==> config.mk <==
export PLATFORM = sky130hd
export DESIGN_NAME = cla_addsub_pipe_flat
export DESIGN_NICKNAME = d
export VERILOG_FILES = /design/src/rtl/cla_pkg.sv /design/src/rtl/cla_addsub_pipe_if.sv /design/src/rtl/cla_prefix_gp.sv /design/src/rtl/cla_addsub_pipe.sv /design/src/flat_wrapper.sv
export SDC_FILE = /design/constraint.sdc
export NUM_CORES = 1
export LEC_CHECK = 0
export ABC_AREA = 1
export BUFFER_PORTS_ARGS = -buffer_cell sky130_fd_sc_hd__clkbuf_2
export CAP_MARGIN = 0
export CORE_UTILIZATION = 38
export DETAILED_ROUTE_END_ITERATION = 12
export PLACE_DENSITY = 0.53
export SYNTH_ARGS = -nofsm -noshare
export SYNTH_HDL_FRONTEND = slang
export SYNTH_SLANG_ARGS = --single-unit
==> constraint.sdc <==
create_clock -name clk -period 2.45 [get_ports clk]
set_input_delay 0.1225 -clock clk [delete_from_list [all_inputs] [get_ports clk]]
set_output_delay 0.1225 -clock clk [all_outputs]
set_load 0.05 [all_outputs]
==> src/rtl/cla_pkg.sv <==
// Shared constants and the stage-1 register bundle for the pipelined CLA adder/subtractor.
// The sat field exists only when CLA_ADDSUB_SAT_EN is defined.
package cla_pkg;

   localparam int CLA_WIDTH     = 21;
   localparam int CLA_MAX_WIDTH = 64;

   // Vectors are sized for the widest legal configuration; narrower instances use the low bits
   typedef struct packed {
      logic [CLA_MAX_WIDTH-1:0] p;
      logic [CLA_MAX_WIDTH-1:0] grp_g;
      logic [CLA_MAX_WIDTH-1:0] grp_p;
      logic                     c0;
      logic                     a_sign;
      logic                     b_sign;
`ifdef CLA_ADDSUB_SAT_EN
      logic                     sat;
`endif
   } s1_reg_t;

endpackage

==> src/rtl/cla_addsub_pipe_if.sv <==
// Operand and result handshake bundle for cla_addsub_pipe.
// sat_en is present only when CLA_ADDSUB_SAT_EN is defined.
interface cla_addsub_pipe_if
   import cla_pkg::*;
#(
   parameter int WIDTH = CLA_WIDTH
);

   logic             in_valid;
   logic             in_ready;
   logic [WIDTH-1:0] a;
   logic [WIDTH-1:0] b;
   logic             cin;
   logic             sub;
`ifdef CLA_ADDSUB_SAT_EN
   logic             sat_en;
`endif
   logic             out_valid;
   logic             out_ready;
   logic [WIDTH-1:0] sum;
   logic             cout;
   logic             ovf;
   logic             zero;

   modport master (
      output in_valid, a, b, cin, sub,
`ifdef CLA_ADDSUB_SAT_EN
      output sat_en,
`endif
      output out_ready,
      input  in_ready, out_valid, sum, cout, ovf, zero
   );

   modport slave (
      input  in_valid, a, b, cin, sub,
`ifdef CLA_ADDSUB_SAT_EN
      input  sat_en,
`endif
      input  out_ready,
      output in_ready, out_valid, sum, cout, ovf, zero
   );

endinterface

==> src/rtl/cla_prefix_gp.sv <==
// Kogge-Stone prefix network: grp_g[i]/grp_p[i] are the group generate/propagate of bits 0..i.
module cla_prefix_gp
   import cla_pkg::*;
#(
   parameter int WIDTH = CLA_WIDTH
) (
   input  logic [WIDTH-1:0] g,
   input  logic [WIDTH-1:0] p,
   output logic [WIDTH-1:0] grp_g,
   output logic [WIDTH-1:0] grp_p
);

   logic [WIDTH-1:0] gk;
   logic [WIDTH-1:0] pk;

   // Walking i downward lets each level update in place: bit i-d still holds the previous level
   always_comb begin
      gk = g;
      pk = p;
      for (int d = 1; d < WIDTH; d = d * 2) begin
         for (int i = WIDTH - 1; i >= d; i--) begin
            gk[i] = gk[i] | (pk[i] & gk[i-d]);
            pk[i] = pk[i] & pk[i-d];
         end
      end
      grp_g = gk;
      grp_p = pk;
   end

endmodule

==> src/rtl/cla_addsub_pipe.sv <==
// Two-stage pipelined carry-lookahead adder/subtractor with valid/ready on both sides.
// Define CLA_ADDSUB_SAT_EN to add the sat_en input and signed clamping of overflowed results.
module cla_addsub_pipe
   import cla_pkg::*;
#(
   parameter int WIDTH = CLA_WIDTH
) (
   input logic              clk,
   input logic              rst,
   cla_addsub_pipe_if.slave io
);

   logic             s1_valid;
   logic             s2_valid;
   logic             s2_advance;
   logic             s1_load;
   logic [WIDTH-1:0] b_eff;
   logic [WIDTH-1:0] bit_p;
   logic [WIDTH-1:0] bit_g;
   logic [WIDTH-1:0] grp_g;
   logic [WIDTH-1:0] grp_p;
   s1_reg_t          s1_d;
   s1_reg_t          s1_q;
   logic [WIDTH-1:0] s1_p;
   logic [WIDTH-1:0] s1_grp_g;
   logic [WIDTH-1:0] s1_grp_p;
   logic [WIDTH:0]   carry;
   logic [WIDTH-1:0] raw_sum;
   logic [WIDTH-1:0] s2_sum;
   logic             raw_ovf;
   logic             unused_bits;

   assign s2_advance    = s1_valid & (~s2_valid | io.out_ready);
   assign io.in_ready   = ~s1_valid | s2_advance;
   assign s1_load       = io.in_valid & io.in_ready;
   assign io.out_valid  = s2_valid;

   // Subtraction is A + ~B + 1, so the carry-in is forced high and cin is ignored
   assign b_eff = io.sub ? ~io.b : io.b;
   assign bit_p = io.a ^ b_eff;
   assign bit_g = io.a & b_eff;

   cla_prefix_gp #(
      .WIDTH(WIDTH)
   ) u_prefix (
      .g     (bit_g),
      .p     (bit_p),
      .grp_g (grp_g),
      .grp_p (grp_p)
   );

   always_comb begin
      s1_d        = '0;
      s1_d.p      = CLA_MAX_WIDTH'(bit_p);
      s1_d.grp_g  = CLA_MAX_WIDTH'(grp_g);
      s1_d.grp_p  = CLA_MAX_WIDTH'(grp_p);
      s1_d.c0     = io.sub | io.cin;
      s1_d.a_sign = io.a[WIDTH-1];
      s1_d.b_sign = b_eff[WIDTH-1];
`ifdef CLA_ADDSUB_SAT_EN
      s1_d.sat    = io.sat_en;
`endif
   end

   always_ff @(posedge clk) begin
      if (rst) begin
         s1_valid <= 1'b0;
      end else if (s1_load) begin
         s1_valid <= 1'b1;
      end else if (s2_advance) begin
         s1_valid <= 1'b0;
      end
      if (s1_load) begin
         s1_q <= s1_d;
      end
   end

   assign s1_p     = s1_q.p[WIDTH-1:0];
   assign s1_grp_g = s1_q.grp_g[WIDTH-1:0];
   assign s1_grp_p = s1_q.grp_p[WIDTH-1:0];

   // carry[i] is the carry into bit i; carry[WIDTH] is the carry-out
   assign carry   = {s1_grp_g | (s1_grp_p & {WIDTH{s1_q.c0}}), s1_q.c0};
   assign raw_sum = s1_p ^ carry[WIDTH-1:0];
   assign raw_ovf = carry[WIDTH] ^ carry[WIDTH-1];

`ifdef CLA_ADDSUB_SAT_EN
   // An overflow only happens when A and the effective B share a sign, so A's sign picks the rail
   assign s2_sum = (s1_q.sat & raw_ovf)
                 ? (s1_q.a_sign ? {1'b1, {(WIDTH-1){1'b0}}} : {1'b0, {(WIDTH-1){1'b1}}})
                 : raw_sum;
`else
   assign s2_sum = raw_sum;
`endif

   always_ff @(posedge clk) begin
      if (rst) begin
         s2_valid <= 1'b0;
         io.sum   <= '0;
         io.cout  <= 1'b0;
         io.ovf   <= 1'b0;
         io.zero  <= 1'b0;
      end else if (s2_advance) begin
         s2_valid <= 1'b1;
         io.sum   <= s2_sum;
         io.cout  <= carry[WIDTH];
         io.ovf   <= raw_ovf;
         io.zero  <= ~|s2_sum;
      end else if (io.out_ready) begin
         s2_valid <= 1'b0;
      end
   end

   generate
      if (WIDTH < CLA_MAX_WIDTH) begin : g_pad
         assign unused_bits = ^{s1_q.p[CLA_MAX_WIDTH-1:WIDTH], s1_q.grp_g[CLA_MAX_WIDTH-1:WIDTH],
                                s1_q.grp_p[CLA_MAX_WIDTH-1:WIDTH], s1_q.a_sign, s1_q.b_sign};
      end else begin : g_nopad
         assign unused_bits = s1_q.a_sign ^ s1_q.b_sign;
      end
   endgenerate

endmodule

==> src/flat_wrapper.sv <==
// flat-port wrapper written by rule: the top's interface ports become plain ports
module cla_addsub_pipe_flat import cla_pkg::*;
#(
   parameter int WIDTH = CLA_WIDTH
)
  (clk, rst, io_in_valid, io_a, io_b, io_cin, io_sub, io_out_ready, io_in_ready, io_out_valid, io_sum, io_cout, io_ovf, io_zero);
  cla_addsub_pipe_if #(.WIDTH(WIDTH)) io_i ();
  input logic clk;
  input logic rst;
  input wire logic [$bits(io_i.in_valid)-1:0] io_in_valid;
  input wire logic [$bits(io_i.a)-1:0] io_a;
  input wire logic [$bits(io_i.b)-1:0] io_b;
  input wire logic [$bits(io_i.cin)-1:0] io_cin;
  input wire logic [$bits(io_i.sub)-1:0] io_sub;
  input wire logic [$bits(io_i.out_ready)-1:0] io_out_ready;
  output wire logic [$bits(io_i.in_ready)-1:0] io_in_ready;
  output wire logic [$bits(io_i.out_valid)-1:0] io_out_valid;
  output wire logic [$bits(io_i.sum)-1:0] io_sum;
  output wire logic [$bits(io_i.cout)-1:0] io_cout;
  output wire logic [$bits(io_i.ovf)-1:0] io_ovf;
  output wire logic [$bits(io_i.zero)-1:0] io_zero;
  assign io_i.in_valid = io_in_valid;
  assign io_i.a = io_a;
  assign io_i.b = io_b;
  assign io_i.cin = io_cin;
  assign io_i.sub = io_sub;
  assign io_i.out_ready = io_out_ready;
  assign io_in_ready = io_i.in_ready;
  assign io_out_valid = io_i.out_valid;
  assign io_sum = io_i.sum;
  assign io_cout = io_i.cout;
  assign io_ovf = io_i.ovf;
  assign io_zero = io_i.zero;
  cla_addsub_pipe #(.WIDTH(WIDTH)) u_core (.clk(clk), .rst(rst), .io(io_i));
endmodule
==> flow_metrics.tcl <==
set metrics [dict create \
    post_route_cells_drive_above_1_share 0.179 \
    flow.area_growth_from_synthesis_pct 19.0 \
    worst_hold_startpoint "rst" \
    ys.flop_type "edfxtp_1" \
    fin_crit_ns 1.84 \
    root_buffer "clkbuf_16" \
    setup-violations-final 0 \
    tightestPinTransition_ns 0.645 \
    r2r_cells 4 \
    boundaryPins 74 \
    dpl.hpwl_um 9130 \
    worstSkewPairLatency_ns 0.34 \
    post_synth_inst_count 530 \
    nNetsFinal 684 \
    floorplan.die_area_sq_um 12800 \
    timing.setup.tns_ns 0 \
    multiInputGateArea_sq_um 1950 \
    clock_tree.buffer_depth 2 \
    vdd.ir_drop.worst_uv 265 \
    htree_levels 3 \
    crit_path_top_delay_cell "clkinvlp_4" \
    ff2ff_setup_slack_ns 0.61 \
    n_antenna_cell 0 \
    max_clock_freq_ghz 0.544 \
    first_iter_violations 161 \
    mappedNetlistArea_sq_um 4680 \
    register_area_sq_um 2410 \
    layout_worst_path_cycle_share 0.750 \
    power-per-cell-area_nw_per_um2 736 \
    drcViolationCount 0 \
    post-cts-setup-buffers 0 \
    max-cap-violations 0 \
    cts_hold_buf 0 \
    placed_area_sq_um 5270 \
    mean_area_per_synthesized_cell_sq_um 8.84 \
    gp_routability_congestion 0.819 \
    first_global_vias 3638 \
    min_delay_path_depth 2 \
    leakage_uw 0.00268 \
    clock-skew-final_ns 0.00795 \
    cp-start-kind "register" \
    cp-startpoint "u_core.s1_valid" \
    vias_per_cell 4.83 \
    die_height_um 113 \
    max_slew_margin 0.569 \
    synth_nets 603 \
    antenna_found_initial 0 \
    wirelength_um 11500 \
    outcome "finished, final reports clean" \
    synth_largest_type_area_fraction 0.404 \
    synth_commonest_cells "nand2_1, inv_1, edfxtp_1" \
    synth_edf_count 63 \
    synthMostInstantiatedCell "nand2_1" \
    worst-endpoint-arrival_ns 1.92 \
    crit_path_cell_trace "nand3_4, nand2_1, clkinvlp_4, buf_12" \
    grt_start_max_net_pins 38 \
    postLayoutCellArea_sq_um 5570 \
    slowest_delay_ns 0.52 \
    tritoncts.num_buffers 9 \
    fillerInstances 1208 \
    pre_cts_slack_ns 0.272 \
    ys_warn_count 0 \
    clk_pin_slew_worst_paths_ns 0.06 \
    core.rowCount 40 \
    proportion_of_register_bits_with_asynchronous_set_or_reset_after_synthesis 0 \
    regToRegStartpoint "u_core.s1_valid" \
    initial_utilization 0.390 \
    synth_top_cell_by_area "edfxtp_1" \
    firstDrtPassIters 4 \
    critPathRequiredTime_ns 2.53 \
    cts_tree "done" \
    path_max_fanout 37 \
    post_cts_resized 0 \
    die_w_um 113 \
    grt_pass1_wl_um 18700 \
    critical_path.endpoint_type "register" \
    timing.final.hold_violations 0 \
    synth.area.top_cells "edfxtp_1, dfxtp_1, nand2_1" \
    synth_cell_type_count 31 \
    number_of_buffers_inserted_by_port_buffering 73 \
    critical_path_type "reg -> reg" \
    floorplan.core_area_sq_um 12000 \
    sequential_share_of_the_synthesized_area 0.515 \
    dr_total_vias 3684 \
    grt_overflow_total 0 \
    synth-seq-cells 89 \
    per_cell_routed_wire_length_um 15.1 \
    unrepaired_setup_endpoints_after_global_routing "false" \
    track_usage 0.195 \
    hold_class "in -> reg" \
    final_critical_path_setup_slack_ns 0.613 \
    tritoncts_num_sinks 89 \
    final-max-slew-violation-count 0 \
    ant_nets 0 \
]
==> state kept, by name, summed over array words and instances (netlist names) <==
name / cells
u_core.io.sum: 21
u_core.s1_grp_g: 21
u_core.s1_p: 21
u_core.s1_grp_p: 20
u_core.carry: 1
u_core.io.cout: 1
u_core.io.out_valid: 1
u_core.io.ovf: 1
u_core.io.zero: 1
u_core.s1_valid: 1
==> worst paths after layout <==
| path | endpoint |
|---|---|
| worst max register to register | u_core.s1_p[12] |
| worst min-delay path | u_core.io.out_valid |
| worst min register to register | u_core.io.zero |
| worst max-delay path | u_core.s1_p[12] |
==> cell type report <==
class | instances | area share
clock inverter | 5 | 0.00651
sequential | 89 | 0.433
clock buffer | 11 | 0.0474
inverter | 75 | 0.0512
timing repair buffer | 81 | 0.0786
tap | 147 | 0.0330
multi-input combinational | 355 | 0.350
==> per-stage QoR <==
stage	utilization	total power (uW)	hold slack (ns)	std cells
2_1_floorplan	-	2480	0.184	530
3_3_place_gp	0.439	2760	0.363	747
3_5_place_dp	0.439	2770	0.371	747
4_1_cts	0.464	4150	0.00540	763
5_1_grt	0.464	4320	0.0132	763
6_report	0.464	4100	0.0169	763
==> cell families (layout without fill, tap and decap cells) <==
logic type	count (synthesis)	after routing	synth area share
AND/OR/NAND/NOR	205	205	0.185
AO/OA/AOI/OAI	102	102	0.120
flip-flops	89	89	0.515
buffers and inverters	86	172	0.0708
adder cells (fa/ha/maj)	25	25	0.0668
XOR/XNOR	23	23	0.0430
==> power breakdown <==
| group | switching (uW) | internal (uW) | total, uW |
|---|---|---|---|
| Sequential | 65.7 | 1780 | 1840 |
| Combinational | 603 | 279 | 882 |
| Clock | 594 | 780 | 1370 |
| Total | 1260 | 2840 | 4100 |
==> metal layers <==
layer	global-route usage	up-vias	part of all wire
met3	0.0268	13	0.034
met1	0.268	1662	0.50
met4	0.0754	0	0.015
met5	0	-	0
met2	0.312	77	0.45
li1	-	1932	-
==> layout by cell type (no fill, tap or decap), drive strengths merged, types with 5 or more instances in the layout <==
cell type	Yosys	routed
a21o	5	5
a21oi	33	33
a31oi	18	18
buf	8	8
clkbuf	3	84
dfxtp	26	26
edfxtp	63	63
ha	25	25
inv	75	75
nand2	123	123
nand3	29	29
nor2	43	43
nor3	5	5
o21ai	40	40
xor2	22	22
==> worst max-delay path: cells and delay by family, from the launching register on <==
family / cells / cell delay [ns]
AND/OR/NAND/NOR: 2 / 0.22
buffers and inverters: 2 / 0.93
flip-flops: 1 / 0.40
Power figures use the tool's default switching activity.
